File: config.mk
export PLATFORM = sky130hd
export DESIGN_NAME = lsensor_seq
export DESIGN_NICKNAME = d
export VERILOG_FILES = /design/src/rtl/lsensor_seq.sv
export SDC_FILE = /design/constraint.sdc
export NUM_CORES = 1
export LEC_CHECK = 0
export CORE_MARGIN = 2
export CORE_UTILIZATION = 45
export CTS_BUF_LIST = sky130_fd_sc_hd__clkbuf_4
export DETAILED_ROUTE_END_ITERATION = 10
export GPL_ROUTABILITY_DRIVEN = 0
export PLACE_DENSITY_LB_ADDON = 0.2
export SYNTH_ARGS = -nofsm -noshare
export SYNTH_HDL_FRONTEND = slang
export SYNTH_SLANG_ARGS = --single-unit
File: constraint.sdc
create_clock -name clk -period 13.6 [get_ports clk]
set_clock_uncertainty 0.05 [all_clocks]
set_input_delay 2.72 -clock clk [delete_from_list [all_inputs] [get_ports clk]]
set_output_delay 2.72 -clock clk [all_outputs]
set_load 0.02 [all_outputs]
File: src/rtl/lsensor_seq.sv
// Acquisition sequencer for G11620-class linear image sensors: loads run settings
// from the config RAM, then loops INTEG -> WAIT_SP -> DATA -> BLANK per frame.
module lsensor_seq #(
    parameter int PIX_NUM     = 512,
    parameter int PIX_W       = 16,
    parameter int FRAME_W     = 16,
    parameter int CFG_AW      = 8,
    parameter int CFG_RD_LAT  = 1,
    parameter int MODE_ADDR   = 0,
    parameter int INTEG_ADDR  = 1,
    parameter int FRAMES_ADDR = 2,
    parameter int BLANK_ADDR  = 3,
    parameter int SP_TIMEOUT  = 1024,
    parameter int DONE_CYC    = 32
) (
    input  logic               clk,
    input  logic               rst,
    input  logic               start_in,
    input  logic               soft_reset_in,
    output logic               sensor_clk_o,
    output logic               sensor_reset_o,
    input  logic               ad_sp,
    output logic               cfg_ram_rd_o,
    output logic [CFG_AW-1:0]  cfg_ram_addr_o,
    input  logic [31:0]        cfg_ram_din,
    output logic               pix_valid_o,
    output logic [PIX_W-1:0]   pix_idx_o,
    output logic [FRAME_W-1:0] frame_idx_o,
    output logic               busy_o,
    output logic               done_o,
    output logic               timeout_o
);

    typedef enum logic [2:0] {
        S_IDLE, S_CFG, S_INTEG, S_WAIT_SP, S_DATA, S_BLANK, S_DONE
    } state_t;

    localparam logic [PIX_W-1:0] LAST_PIX  = PIX_W'(PIX_NUM - 1);
    localparam logic [2:0]       RD_LAT    = 3'(CFG_RD_LAT);
    localparam logic [31:0]      SP_LAST   = 32'(SP_TIMEOUT - 1);
    localparam logic [31:0]      DONE_LAST = 32'(DONE_CYC - 1);

    state_t               r_state;
    logic                 r_start_d;
    logic [1:0]           r_cfg_sel;
    logic [2:0]           r_lat_cnt;
    logic [31:0]          r_cnt;
    logic                 r_mode;
    logic [31:0]          r_integ;
    logic [31:0]          r_frames;
    logic [15:0]          r_blank;
    logic                 r_rd;
    logic [CFG_AW-1:0]    r_addr;
    logic                 r_sreset;
    logic                 r_valid;
    logic [PIX_W-1:0]     r_pix;
    logic [FRAME_W-1:0]   r_frame;
    logic                 r_done;
    logic                 r_timeout;

    logic                 w_start_edge;
    logic                 w_last_frame;
    logic                 w_blank_last;

    function automatic logic [31:0] nz_one(input logic [31:0] v);
        return (v == 32'd0) ? 32'd1 : v;
    endfunction

    function automatic logic [15:0] nz_blank(input logic [15:0] v);
        return (v == 16'd0) ? 16'd24 : v;
    endfunction

    function automatic logic [CFG_AW-1:0] cfg_addr(input logic [1:0] sel);
        case (sel)
            2'd0:    return CFG_AW'(MODE_ADDR);
            2'd1:    return CFG_AW'(INTEG_ADDR);
            2'd2:    return CFG_AW'(FRAMES_ADDR);
            default: return CFG_AW'(BLANK_ADDR);
        endcase
    endfunction

    assign w_start_edge = start_in & ~r_start_d;
    assign w_last_frame = (32'(r_frame) == (r_frames - 32'd1));
    assign w_blank_last = (r_cnt == ({16'd0, r_blank} - 32'd1));

    always_ff @(posedge clk or posedge rst) begin
        if (rst) begin
            r_state   <= S_IDLE;
            r_start_d <= 1'b0;
            r_cfg_sel <= 2'd0;
            r_lat_cnt <= 3'd0;
            r_cnt     <= 32'd0;
            r_mode    <= 1'b0;
            r_integ   <= 32'd0;
            r_frames  <= 32'd0;
            r_blank   <= 16'd0;
            r_rd      <= 1'b0;
            r_addr    <= '0;
            r_sreset  <= 1'b0;
            r_valid   <= 1'b0;
            r_pix     <= '0;
            r_frame   <= '0;
            r_done    <= 1'b0;
            r_timeout <= 1'b0;
        end else begin
            r_start_d <= start_in;
            if (soft_reset_in && (r_state != S_IDLE)) begin
                // Abort drops every strobe at once; an in-flight config read is simply never sampled.
                r_state   <= S_IDLE;
                r_rd      <= 1'b0;
                r_sreset  <= 1'b0;
                r_valid   <= 1'b0;
                r_done    <= 1'b0;
                r_pix     <= '0;
                r_cnt     <= 32'd0;
                r_lat_cnt <= 3'd0;
            end else begin
                case (r_state)
                    S_IDLE: begin
                        if (w_start_edge && !soft_reset_in) begin
                            r_timeout <= 1'b0;
                            r_frame   <= '0;
                            r_cfg_sel <= 2'd0;
                            r_lat_cnt <= 3'd0;
                            r_rd      <= 1'b1;
                            r_addr    <= cfg_addr(2'd0);
                            r_state   <= S_CFG;
                        end
                    end
                    S_CFG: begin
                        r_rd <= 1'b0;
                        if (r_lat_cnt == RD_LAT) begin
                            r_lat_cnt <= 3'd0;
                            case (r_cfg_sel)
                                2'd0:    r_mode   <= cfg_ram_din[0];
                                2'd1:    r_integ  <= nz_one(cfg_ram_din);
                                2'd2:    r_frames <= nz_one(cfg_ram_din);
                                default: r_blank  <= nz_blank(cfg_ram_din[15:0]);
                            endcase
                            if (r_cfg_sel == 2'd3) begin
                                r_state  <= S_INTEG;
                                r_sreset <= 1'b1;
                                r_cnt    <= 32'd1;
                            end else begin
                                r_cfg_sel <= r_cfg_sel + 2'd1;
                                r_rd      <= 1'b1;
                                r_addr    <= cfg_addr(r_cfg_sel + 2'd1);
                            end
                        end else begin
                            r_lat_cnt <= r_lat_cnt + 3'd1;
                        end
                    end
                    S_INTEG: begin
                        // r_cnt counts the high cycles of sensor_reset_o starting at 1.
                        if (r_cnt == r_integ) begin
                            r_sreset <= 1'b0;
                            r_cnt    <= 32'd0;
                            r_state  <= S_WAIT_SP;
                        end else begin
                            r_cnt <= r_cnt + 32'd1;
                        end
                    end
                    S_WAIT_SP: begin
                        if (ad_sp) begin
                            r_valid <= 1'b1;
                            r_pix   <= '0;
                            r_state <= S_DATA;
                        end else if (r_cnt == SP_LAST) begin
                            r_timeout <= 1'b1;
                            r_done    <= 1'b1;
                            r_cnt     <= 32'd0;
                            r_state   <= S_DONE;
                        end else begin
                            r_cnt <= r_cnt + 32'd1;
                        end
                    end
                    S_DATA: begin
                        if (r_pix == LAST_PIX) begin
                            r_valid <= 1'b0;
                            r_pix   <= '0;
                            r_cnt   <= 32'd0;
                            r_state <= S_BLANK;
                        end else begin
                            r_pix <= r_pix + PIX_W'(1);
                        end
                    end
                    S_BLANK: begin
                        if (w_blank_last) begin
                            if (r_mode ? !start_in : w_last_frame) begin
                                r_done  <= 1'b1;
                                r_cnt   <= 32'd0;
                                r_state <= S_DONE;
                            end else begin
                                r_frame  <= r_frame + FRAME_W'(1);
                                r_sreset <= 1'b1;
                                r_cnt    <= 32'd1;
                                r_state  <= S_INTEG;
                            end
                        end else begin
                            r_cnt <= r_cnt + 32'd1;
                        end
                    end
                    S_DONE: begin
                        if (r_cnt == DONE_LAST) begin
                            r_done  <= 1'b0;
                            r_cnt   <= 32'd0;
                            r_state <= S_IDLE;
                        end else begin
                            r_cnt <= r_cnt + 32'd1;
                        end
                    end
                    default: r_state <= S_IDLE;
                endcase
            end
        end
    end

    assign sensor_clk_o   = ~clk;
    assign sensor_reset_o = r_sreset;
    assign cfg_ram_rd_o   = r_rd;
    assign cfg_ram_addr_o = r_addr;
    assign pix_valid_o    = r_valid;
    assign pix_idx_o      = r_pix;
    assign frame_idx_o    = r_frame;
    assign busy_o         = (r_state != S_IDLE);
    assign done_o         = r_done;
    assign timeout_o      = r_timeout;

endmodule

==> Word level (Yosys, flattened, before mapping) <==
Index checks and enable logic that the tools add are counted.
{ "classes": {"addsub": 7, "n_eq_ne": 38, "muxes": 72, "bitwise_logic": 5, "reduce_logical": 33} }
{ "ops": {"columns": ["operator", "n"], "rows": [
  ["$mux W32", 10],
  ["$pmux W32 S6", 1],
  ["$mux W16", 7],
  ["$eq A32 B32 Y1", 2],
  ["$pmux W16 S2", 2],
  ["$mux W3", 14],
  ["$ne A3 B3 Y1 const B", 12],
  ["$add A16 B1 Y16 const B", 2],
  ["$add A32 B1 Y32 const B", 1],
  ["$eq A16 B32 Y1", 1],
  ["$eq A32 B10 Y1 const B", 1],
  ["$eq A32 B5 Y1 const B", 1],
  ["$logic_not A32 Y1", 1],
  ["$sub A32 B1 Y32 const B", 1],
  ["$mux W8", 3],
  ["$mux W1", 22],
  ["$pmux W3 S7", 1],
  ["$reduce_and A5 Y1", 4],
  ["$sub A16 B1 Y17 const B", 1],
  ["$eq A16 B9 Y1 const B", 1],
  ["$logic_not A16 Y1", 1],
  ["$pmux W8 S2", 1],
  ["$reduce_and A4 Y1", 4],
  ["$ne A2 B2 Y1 const B", 7],
  ["29 further kinds", 54]
]} }
{ "totals": {"ff_bits": 167, "wordCells": 172} }

==> Logic depth before layout (Yosys ltp) <==
{ "depth": {"depth_word": 7, "mapped_depth": 15} }

==> flow_summary.toml <==
[cts]
cts.clk_slew.worst_paths_ns = 0.13
clockBufferDepth = 2
ctsResizeCount = 0
post_cts_buffers = 0
insertion_delay_ns = 0.56
ctsRootBufferMaster = "clkbuf_4"
hold_buffers = 0
cts_buffers = 17
cts_max_level = 4
cts_tree = "done"

[route]
wl_per_cell_um = 18.86
final_antenna_net_count = 0
vias = 7881
drt-initial-drc-count = 618
vias_per_cell = 5.877
wl_mm = 25.29
drc = 0
dr.pass1.iters = 5

[job]
cap_viol_max_count = 0

[timing]
max-slew-margin-rel_pct = 28.78
worst_slew_pin_slew_ns = 1.068
final_max_slew_viol_count = 0
setup_viol = 0
tns_ns = 0
hold_violations = 0
hold_ws_ns = 0.4463
rsz0062_at_grt = "no"

[logic_synthesis]
synthArstFlopShare_pct = 100.0
seq_area_frac_synth_pct = 41.47
synth_top_area_share_pct = 41.47
yosys-top-cells-area = "dfrtp_1, mux2_2, xnor2_1"
synth_ff_type = "dfrtp_1"
synthAdderAreaFrac_pct = 1.174
synth_cell_types = 88
synth_compound_area_share_pct = 13.39
synth.area.mux_share_pct = 9.129
synth_top_family_by_area = "simple AND/OR/NAND/NOR gates"
syn-cell-area_um2 = 9594
ys_ff_latch = 159
synth_edf_count = 0
yosys_warnings = 0
synthCells = 1002
synthSimpleGateAreaFrac_pct = 22.07
avgSynthCellArea_um2 = 9.575
synth-xor-area-share_pct = 8.672
synth_top_area_cell = "dfrtp_1"

[run_status]
status = "complete, no violations"

[layout]
mostFrequentLayoutCells = "dfrtp_1, nand2_1, clkdlybuf4s50_1"
finalCoreUtilization_pct = 51.39
synthToLayoutAreaGrowth_pct = 12.23
drive_gt1_share_pct = 13.99
nets = 1098
layout_commonest_cell = "dfrtp_1"
fill_cells = 2012

[power]
vdd_ir_drop_max_mv = 0.08171
powerDensity_nw_per_um2 = 158.4
p_leak_nw = 4.531
p_total_mw = 1.706

[floorplan]
core_region_area_um2 = 20960
die_h_um = 150.0
start_util_pct = 45.78
die_w_um = 150.0
io_pins = 84
std_cell_rows = 53
dieArea_um2 = 22500

[worst_setup_path]
required_ns = 10.83
timing.rr.end = "r_state[1]"
worstPathArrival_ns = 7.95
setup.worst_path.start_class = "clock port"
worst-path-max-fanout = 16
r2r.worst_path.cells = 12
crit_type = "clock port to primary output"
r2r_start = "r_blank[0]"
cp-startpoint = "clk"
rrSetupSlack_ns = 9.20
cp-end-kind = "primary output"
critPathCapture = "sensor_clk_o"

[placement]
dp_hpwl_mm = 18.39
portBuffers = 77

[global_routing]
overflow = 0
grt.total_usage_pct = 23.42
grt_max_degree = 84
grt_use_met2_pct = 36.05
top_usage_layer = "met2"
antenna_found_initial = 1
grt_pass1_vias = 7369
grt_pass1_wl_mm = 41.05
grt_use_met3_pct = 4.055
met1_usage_pct = 33.15

[worst_hold_path]
hold_path.class = "flop to flop"
hold-path-cell-count = 2
per-stage QoR:
step / cells / worst slack [ns] / area (um2)
finish: 1341 / 2.883 / 10770
global route: 1341 / 2.819 / 10770
CTS: 1340 / 2.846 / 10770
detailed placement: 1308 / 3.421 / 10480
global placement: 1308 / 3.421 / 10480
floorplan: 1007 / 3.902 / 9613
cells in the mapped netlist, drive strengths merged, types with 10 or more instances:
cell type / instances
dfrtp: 159
nand2: 94
o21ai: 85
mux2: 76
xnor2: 73
nor2: 65
nand3: 39
nor4: 34
clkbuf: 32
nand4: 31
a21oi: 28
nor3: 27
buf: 25
xor2: 22
inv: 21
and3: 19
or3: 18
and2: 11
a31oi: 10
o31ai: 10
cells by family after synthesis:
kind of cell / count (synthesis)
compound gates: 196
xor+xnor: 95
fa+ha+maj: 9
buf+inv: 78
flops: 159
mux: 78
other cells: 1
simple gates: 386
final cells by class:
cell class | count | area (um2) | area share, %
timing repair buffer | 82 | 805.8 | 7.483
multi-input combinational | 770 | 5255 | 48.80
clock inverter | 14 | 148.9 | 1.383
antenna | 1 | 2.502 | 0.02324
sequential | 159 | 3979 | 36.95
clock buffer | 20 | 152.6 | 1.418
inverter | 20 | 80.08 | 0.7437
tap | 275 | 344.1 | 3.195
registers in the layout, indices dropped and copies added (netlist names):
name and flops:
pix_idx_o 16, r_blank 16, r_state 3, cfg_ram_rd_o 1
r_mode 1, r_cnt 32, sensor_reset_o 1, pix_valid_o 1
cfg_ram_addr_o 2, timeout_o 1, r_start_d 1, frame_idx_o 16
r_lat_cnt 3, r_frames 32, done_o 1, r_integ 32
where the power goes:
part | switching, mW | internal, mW
sequential | 0.124 | 0.555
clock | 0.180 | 0.136
combinational | 0.395 | 0.316
total | 0.699 | 1.01
per-layer routing:
metal,part of all wire (%),up-vias,routed length (um)
met5,0,-,0
met4,2.8,0,707
met3,5.1,46,1293
met2,46,234,11620
met1,46,3854,11670
li1,-,3747,-
worst min path at each step:
stage | end | start
final | cfg_ram_rd_o | cfg_ram_rd_o
after global routing | cfg_ram_rd_o | cfg_ram_rd_o
after CTS | cfg_ram_rd_o | cfg_ram_rd_o
after detailed placement | cfg_ram_rd_o | cfg_ram_rd_o
after global placement | cfg_ram_rd_o | cfg_ram_rd_o
after floorplan | r_frames[31] | r_frames[31]
worst max-delay path, stage by stage:
cell             delay (ns)
clkbuf_4               0.23
clkbuf_4               0.25
inv_1                  0.07
clkdlybuf4s50_1        0.59
No activity file was read; power rests on OpenSTA's default activity.
